===== config.mk =====
export PLATFORM = sky130hd
export DESIGN_NAME = queue_port_ctrl_flat
export DESIGN_NICKNAME = d
export VERILOG_FILES = /design/src/rtl/queue_port_ctrl_pkg.sv /design/src/rtl/queue_port_ctrl_if.sv /design/src/rtl/queue_port_ctrl_skid_buf2.sv /design/src/rtl/queue_port_ctrl.sv /design/src/flat_wrapper.sv
export SDC_FILE = /design/constraint.sdc
export NUM_CORES = 1
export LEC_CHECK = 0
export CAP_MARGIN = 20
export CORE_UTILIZATION = 45
export DETAILED_ROUTE_END_ITERATION = 8
export PLACE_DENSITY_LB_ADDON = 0.12
export SLEW_MARGIN = 0
export SYNTH_ARGS = -nofsm -noshare
export SYNTH_HDL_FRONTEND = slang
export SYNTH_SLANG_ARGS = --single-unit

===== constraint.sdc =====
create_clock -name clk -period 2.2 [get_ports clk]
set_input_delay 0.33 -clock clk [delete_from_list [all_inputs] [get_ports clk]]
set_output_delay 0.33 -clock clk [all_outputs]
set_load 0.02 [all_outputs]

===== src/rtl/queue_port_ctrl_pkg.sv =====
// Shared constants and encodings for the queue port controller.
// Holds the queue geometry, mirror-level width and the q_rw pin encoding.
// No logic; imported by the interface, the skid buffer and the controller.
package queue_port_ctrl_pkg;

  localparam int WORD_W       = 4;                         // queue word length
  localparam int QUEUE_DEPTH  = 8;                         // queue capacity in words
  localparam int LEVEL_W      = $clog2(QUEUE_DEPTH + 1);   // holds 0..QUEUE_DEPTH
  localparam int RD_LATENCY   = 1;                         // pop-issue to q_dout valid
  localparam int WR_BURST_MAX = 4;                         // pushes before a forced drain

  // The queue has no idle encoding: write when 1, pop when 0.
  localparam logic Q_WRITE = 1'b1;
  localparam logic Q_READ  = 1'b0;

endpackage


===== src/rtl/queue_port_ctrl_if.sv =====
// Bundle of the write stream, read stream and queue pin signals.
// master: the controller side; slave: producer/consumer/queue side.
// Ports: wr_valid/wr_data/wr_ready, rd_valid/rd_data, q_rw/q_din/q_empty/q_full/q_dout.
interface queue_port_ctrl_if
  import queue_port_ctrl_pkg::*;
#(
  parameter int W = WORD_W
);

  logic         wr_valid;
  logic [W-1:0] wr_data;
  logic         wr_ready;

  logic         rd_valid;
  logic [W-1:0] rd_data;

  logic         q_rw;
  logic [W-1:0] q_din;
  logic         q_empty;
  logic         q_full;
  logic [W-1:0] q_dout;

  modport master (
    input  wr_valid, wr_data, q_empty, q_full, q_dout,
    output wr_ready, rd_valid, rd_data, q_rw, q_din
  );

  modport slave (
    output wr_valid, wr_data, q_empty, q_full, q_dout,
    input  wr_ready, rd_valid, rd_data, q_rw, q_din
  );

endinterface


===== src/rtl/queue_port_ctrl_skid_buf2.sv =====
// Two-entry valid/ready buffer for a W-bit stream.
// Latency: a word accepted on an edge is presented at out_dat from the next cycle.
// Backpressure: in_rdy is registered and drops while both entries are occupied.
// Ports: clk, reset (async, active-high), in_vld/in_dat/in_rdy, out_vld/out_dat/out_rdy.
module skid_buf2 #(
  parameter int W = 4
) (
  input  logic         clk,
  input  logic         reset,
  input  logic         in_vld,
  input  logic [W-1:0] in_dat,
  output logic         in_rdy,
  output logic         out_vld,
  output logic [W-1:0] out_dat,
  input  logic         out_rdy
);

  logic [W-1:0] mem [2];
  logic         wr_ptr;
  logic         rd_ptr;
  logic [1:0]   cnt;
  logic [1:0]   cnt_nxt;
  logic         enq;
  logic         deq;

  assign enq     = in_vld & in_rdy;
  assign deq     = out_rdy & out_vld;
  assign cnt_nxt = cnt + {1'b0, enq} - {1'b0, deq};

  assign out_vld = (cnt != 2'd0);
  assign out_dat = mem[rd_ptr];

  always_ff @(posedge clk or posedge reset) begin
    if (reset) begin
      mem[0] <= '0;
      mem[1] <= '0;
      wr_ptr <= 1'b0;
      rd_ptr <= 1'b0;
      cnt    <= 2'd0;
      in_rdy <= 1'b0;
    end else begin
      if (enq) begin
        mem[wr_ptr] <= in_dat;
        wr_ptr      <= ~wr_ptr;
      end
      if (deq) begin
        rd_ptr <= ~rd_ptr;
      end
      cnt    <= cnt_nxt;
      // Ready reflects the occupancy after this edge, so it never overfills.
      in_rdy <= (cnt_nxt < 2'd2);
    end
  end

endmodule


===== src/rtl/queue_port_ctrl.sv =====
// Owns the queue's single rw pin: pushes from a write stream, pops into a read stream.
// Latency: accepted word pushed next cycle at earliest; pop returns rd_valid RD_LAT+1 cycles later.
// Backpressure: wr_ready from the 2-entry skid buffer; the read stream cannot stall.
// Ports: clk, reset (async, active-high), bus (write/read streams + queue pins),
//        level (mirror occupancy), err (sticky mirror/flag disagreement).
module queue_port_ctrl
  import queue_port_ctrl_pkg::*;
#(
  parameter int W        = WORD_W,
  parameter int QDEPTH   = QUEUE_DEPTH,
  parameter int RD_LAT   = RD_LATENCY,
  parameter int WR_BURST = WR_BURST_MAX
) (
  input  logic               clk,
  input  logic               reset,
  queue_port_ctrl_if.master  bus,
  output logic [LEVEL_W-1:0] level,
  output logic               err
);

  localparam int BC_W = $clog2(WR_BURST + 1);

  logic              wb_vld;
  logic [W-1:0]      wb_dat;
  logic              push;
  logic              pop;
  logic              force_drain;
  logic [BC_W-1:0]   burst_cnt;
  logic [RD_LAT-1:0] pop_pipe;
  logic              armed;
  logic              lvl_empty;
  logic              lvl_full;
  logic              flag_mismatch;
  logic              sat_err;

  skid_buf2 #(
    .W (W)
  ) u_wbuf (
    .clk     (clk),
    .reset   (reset),
    .in_vld  (bus.wr_valid),
    .in_dat  (bus.wr_data),
    .in_rdy  (bus.wr_ready),
    .out_vld (wb_vld),
    .out_dat (wb_dat),
    .out_rdy (push)
  );

  // Every cycle is either a write or a pop attempt; a pop on an empty queue is a no-op.
  assign bus.q_rw  = (wb_vld & ~bus.q_full & ~force_drain) ? Q_WRITE : Q_READ;
  assign bus.q_din = wb_dat;

  assign push = (bus.q_rw == Q_WRITE) & ~bus.q_full;
  assign pop  = (bus.q_rw == Q_READ)  & ~bus.q_empty;

  // Fairness: a run of WR_BURST pushes into a non-empty queue earns one drain cycle.
  always_ff @(posedge clk or posedge reset) begin
    if (reset) begin
      burst_cnt   <= '0;
      force_drain <= 1'b0;
    end else begin
      force_drain <= 1'b0;
      if (pop) begin
        burst_cnt <= '0;
      end else if (push && !lvl_empty) begin
        if (burst_cnt == BC_W'(WR_BURST - 1)) begin
          burst_cnt   <= '0;
          force_drain <= 1'b1;
        end else begin
          burst_cnt <= burst_cnt + BC_W'(1);
        end
      end
    end
  end

  // Pop flags travel alongside the queue's read latency; the exiting flag marks q_dout valid.
  always_ff @(posedge clk or posedge reset) begin
    if (reset) begin
      pop_pipe     <= '0;
      bus.rd_valid <= 1'b0;
      bus.rd_data  <= '0;
    end else begin
      pop_pipe[0] <= pop;
      for (int i = 1; i < RD_LAT; i++) begin
        pop_pipe[i] <= pop_pipe[i-1];
      end
      bus.rd_valid <= pop_pipe[RD_LAT-1];
      if (pop_pipe[RD_LAT-1]) begin
        bus.rd_data <= bus.q_dout;
      end
    end
  end

  assign lvl_empty     = (level == '0);
  assign lvl_full      = (level == LEVEL_W'(QDEPTH));
  assign flag_mismatch = (lvl_empty != bus.q_empty) | (lvl_full != bus.q_full);
  assign sat_err       = (push & lvl_full) | (pop & lvl_empty);

  // Mirror count. Checking waits until the queue has been seen empty once, since its
  // pointers survive reset and any residue is only gone after the reset drain.
  always_ff @(posedge clk or posedge reset) begin
    if (reset) begin
      level <= '0;
      armed <= 1'b0;
      err   <= 1'b0;
    end else begin
      if (bus.q_empty) begin
        armed <= 1'b1;
      end
      if (push && !lvl_full) begin
        level <= level + LEVEL_W'(1);
      end else if (pop && !lvl_empty) begin
        level <= level - LEVEL_W'(1);
      end
      if (armed && (flag_mismatch || sat_err)) begin
        err <= 1'b1;
      end
    end
  end

endmodule


===== src/flat_wrapper.sv =====
// flat-port wrapper written by rule: the top's interface ports become plain ports
module queue_port_ctrl_flat import queue_port_ctrl_pkg::*;
#(
  parameter int W        = WORD_W,
  parameter int QDEPTH   = QUEUE_DEPTH,
  parameter int RD_LAT   = RD_LATENCY,
  parameter int WR_BURST = WR_BURST_MAX
)
  (clk, reset, level, err, bus_wr_valid, bus_wr_data, bus_q_empty, bus_q_full, bus_q_dout, bus_wr_ready, bus_rd_valid, bus_rd_data, bus_q_rw, bus_q_din);
  queue_port_ctrl_if #(.W(W)) bus_i ();
  input  logic clk;
  input  logic reset;
  output logic [LEVEL_W-1:0] level;
  output logic err;
  input wire logic [$bits(bus_i.wr_valid)-1:0] bus_wr_valid;
  input wire logic [$bits(bus_i.wr_data)-1:0] bus_wr_data;
  input wire logic [$bits(bus_i.q_empty)-1:0] bus_q_empty;
  input wire logic [$bits(bus_i.q_full)-1:0] bus_q_full;
  input wire logic [$bits(bus_i.q_dout)-1:0] bus_q_dout;
  output wire logic [$bits(bus_i.wr_ready)-1:0] bus_wr_ready;
  output wire logic [$bits(bus_i.rd_valid)-1:0] bus_rd_valid;
  output wire logic [$bits(bus_i.rd_data)-1:0] bus_rd_data;
  output wire logic [$bits(bus_i.q_rw)-1:0] bus_q_rw;
  output wire logic [$bits(bus_i.q_din)-1:0] bus_q_din;
  assign bus_i.wr_valid = bus_wr_valid;
  assign bus_i.wr_data = bus_wr_data;
  assign bus_i.q_empty = bus_q_empty;
  assign bus_i.q_full = bus_q_full;
  assign bus_i.q_dout = bus_q_dout;
  assign bus_wr_ready = bus_i.wr_ready;
  assign bus_rd_valid = bus_i.rd_valid;
  assign bus_rd_data = bus_i.rd_data;
  assign bus_q_rw = bus_i.q_rw;
  assign bus_q_din = bus_i.q_din;
  queue_port_ctrl #(.W(W), .QDEPTH(QDEPTH), .RD_LAT(RD_LAT), .WR_BURST(WR_BURST)) u_core (.clk(clk), .reset(reset), .bus(bus_i), .level(level), .err(err));
endmodule

==> metrics.md <==
| Metric | Value |
|---|---|
| Crit Path Max Fanout | 3 |
| Power density cells | roughly 1500 mW/mm^2 |
| Crit-path max cell delay | 420 ps |
| Reg2Reg Depth | 8 |
| Share of cells above drive strength 1 | roughly 34% |
| Clock buffer depth | 2 |
| Final antenna-violating net count | 0 |
| Pleak | 0.804 nW |
| Synth warn | 0 |
| # fillers | ~250 |
| Top-count cell post-synth | dfrtp_1 |
| DRC violations left | 3 |
| CTS tree | done |
| CP Class | primary input to register |
| Status | finished, violations left |
| Sink Count | 29 |
| Synth unique cells | 35 |
| Critical Path, Cell by Cell | clkdlybuf4s50_1, or2_4, or2_4, inv_4, nand2_4, ha_4, a21oi_2, nand2_2, or4_4, a22oi_2 |
| Hold Path Class | primary input to asynchronous set/reset pin |
| Asr flop ratio synth | 100% |
| Mean routed wirelength per cell | 14.2 um |
| #FFs+latches synth | 29 |
| Worst setup margin | roughly 120 ps |
| Hold_buf cts | 0 |
| Worst path slowest cell | clkdlybuf4s50_1 |
| Commonest cells post-synth | dfrtp_1, mux2_2, a21oi_1, inv_1 |
| Data required time of the worst path | roughly 2500 ps |
| Number of buffers added for setup after CTS | 0 |
| First-pass DRT Iterations | 6 |
| Reg-to-Reg End | u_core.level[3] |
| Core area | between 0.002 and 0.003 sq mm |
| H-tree level count | 2 |
| Multi-input gate area | 649 sq um |
| Endpoints failing hold | 0 |
| Worst R2R Setup Slack | 170 ps |
| WP data arrival | approximately 2300 ps |
| Cell mode on critical path | or2_4 |
| Root buffer cell | clkbuf_4 |
| IO Count | 29 |
| Final WL | between 2000 and 3000 um |
| Fmax | ~480 MHz |
| PortBufs | 28 |
| Post-synth EDFFs | 0 |
| Vias in the first global route | ~1000 |
| CP bufs+invs | 2 |
| Register Area | between 700 and 800 sq um |
| Worst Max-Slew Pin Slew | 537 ps |
| Final net count | about 170 |
| Synth area leader | dfrtp_1 |
| Unrepaired setup endpoints after global routing | false |
| Post-CTS sizing | 1 |
| Die Span Y | about 58 um |
| RR Startpoint | u_core.level[1] |
| Worst VDD drop | roughly 0.0008 V |
| Critical Path Source Type | primary input |
| Tcrit/Tclk final | a little over nine tenths |
| Slew Limit Fails | 0 |
| Main synth FF type | dfrtp_1 |
| Via count | a little under 1000 |
| GRT Overall Usage | a little under a fifth |
| Synthesized area | about 0.0014 sq mm |
| Worst-Skew Late Latency | about 330 ps |
| Reg clk slew, reported paths | ~100 ps |
| Initial DRC count | 23 |
| WP depth | 10 |
| Synthesized instance count | 112 |
| Delay-heaviest family, CP | simple AND/OR/NAND/NOR gates |
| Seq/Total Area, Yosys | between 50% and 60% |
| First-pass GRT wire length | roughly 4700 um |
| Die Wd | roughly 58 um |
| Area delta synth->final | 33.6% |
| Synth top area cells | dfrtp_1, mux2_2, ha_1 |
| Crit path capture type | register |
| CTS buffer count | 5 |
| Post-placement setup slack | -274 ps |
| Die ar. | around 0.0033 sq mm |
| Max_slew headroom | a little under two thirds |
| # diodes | 0 |
| Max_cap viols | 0 |
| Skew final | between 7 and 8 ps |
| Util after Layout | roughly two thirds |
| Final Setup Violations | 0 |
| Largest net degree at the start of global routing | 30 |
| Cell Rows | 19 |
| Post-DR vias/cell | around 5.3 |
| Synthesized area per cell | between 10 and 15 sq um |
| Total gr overflow | 0 |
| Initial antenna violation count | 0 |
| Syn nets | ~130 |
| Final HPWL DP | 2000 um |
| Failing checks | design-rule violations |
| Synth top area share | slightly above 50% |
| Min cycle time layout | 2080 ps |
| Starting density of the core | about 49% |
| Placer Congestion | 0.836 |
-- area by class of cell --
type	count	share of cell area, %
multi-input cells	73	34.8
inverters	7	1.54
clock buffers	7	3.49
flip-flops and latches	29	38.9
clock inverters	1	0.268
well taps	31	2.08
repair buffers	38	19.0
-- cells by family after synthesis --
family,Yosys count,synth area share (%)
DFF,29,51.9
buffers and inverters,10,3.94
adders and majority gates,6,5.91
and+or+nand+nor,24,10.0
muxes,19,15.2
xor gates and xnor gates,5,3.13
AOI/OAI and AO/OA,19,9.85
-- worst max path at each step --
stage	startpoint	end	slack (ps)
6_report	bus_q_full	u_core.level[3]	120
5_1_grt	bus_q_full	u_core.level[3]	10
4_1_cts	bus_q_full	u_core.level[3]	70
3_5_place_dp	bus_q_full	u_core.level[3]	-270
3_3_place_gp	bus_q_full	u_core.level[3]	-240
2_1_floorplan	bus_q_full	u_core.level[3]	-9
-- routing by layer --
| layer | vias to the layer above | part of all wire [%] | global-route usage [%] |
|---|---|---|---|
| li1 | 477 | - | - |
| met1 | 480 | 43 | 22.5 |
| met2 | 20 | 50 | 32.1 |
| met3 | 5 | 4.5 | 5.58 |
| met4 | 0 | 1.7 | 7.14 |
| met5 | - | 0 | 0 |
-- cell usage in the layout, fill, tap and decap left out, types with 4 or more instances in the layout --
master           netlist  layout
xnor2_1                4       4
inv_1                  6       6
clkbuf_4               0       5
dfrtp_1               29      29
mux2_2                17      16
a21oi_1                6       5
ha_1                   5       4
clkdlybuf4s50_1        0      27
buf_4                  0      10
nand2b_1               4       4
-- power by group --
part | switching, W | leakage, nW | internal, W
clock network | 0.000184 | 0.0413 | 0.000185
registers | 0.000170 | 0.342 | 0.000752
logic | 0.000675 | 0.421 | 0.000803
-- state kept, by name, summed over array words and instances (netlist names), 2 cells and up --
name	cells
u_core.u_wbuf.mem	8
u_core.u_wbuf.cnt	2
u_core.level	4
u_core.burst_cnt	3
u_core.bus.rd_data	4
-- through the flow --
| step | hold slack, ps | power [W] | std cells | TNS [ps] | cell area, sq um |
|---|---|---|---|---|---|
| after global placement | 453 | 0.00235 | 178 | -739 | 1790 |
| final | 373 | 0.00277 | 186 | 0 | 1870 |
| after global routing | 389 | 0.00298 | 186 | 0 | 1870 |
| after floorplan | 408 | 0.00188 | 112 | -9.46 | 1430 |
| after detailed placement | 471 | 0.00242 | 178 | -945 | 1790 |
| after CTS | 377 | 0.00279 | 186 | 0 | 1860 |
-- worst min-delay path: cells and delay by family --
kind | cells | cell delay, ps
buffers and inverters | 3 | 790
Power figures use the tool's default switching activity.
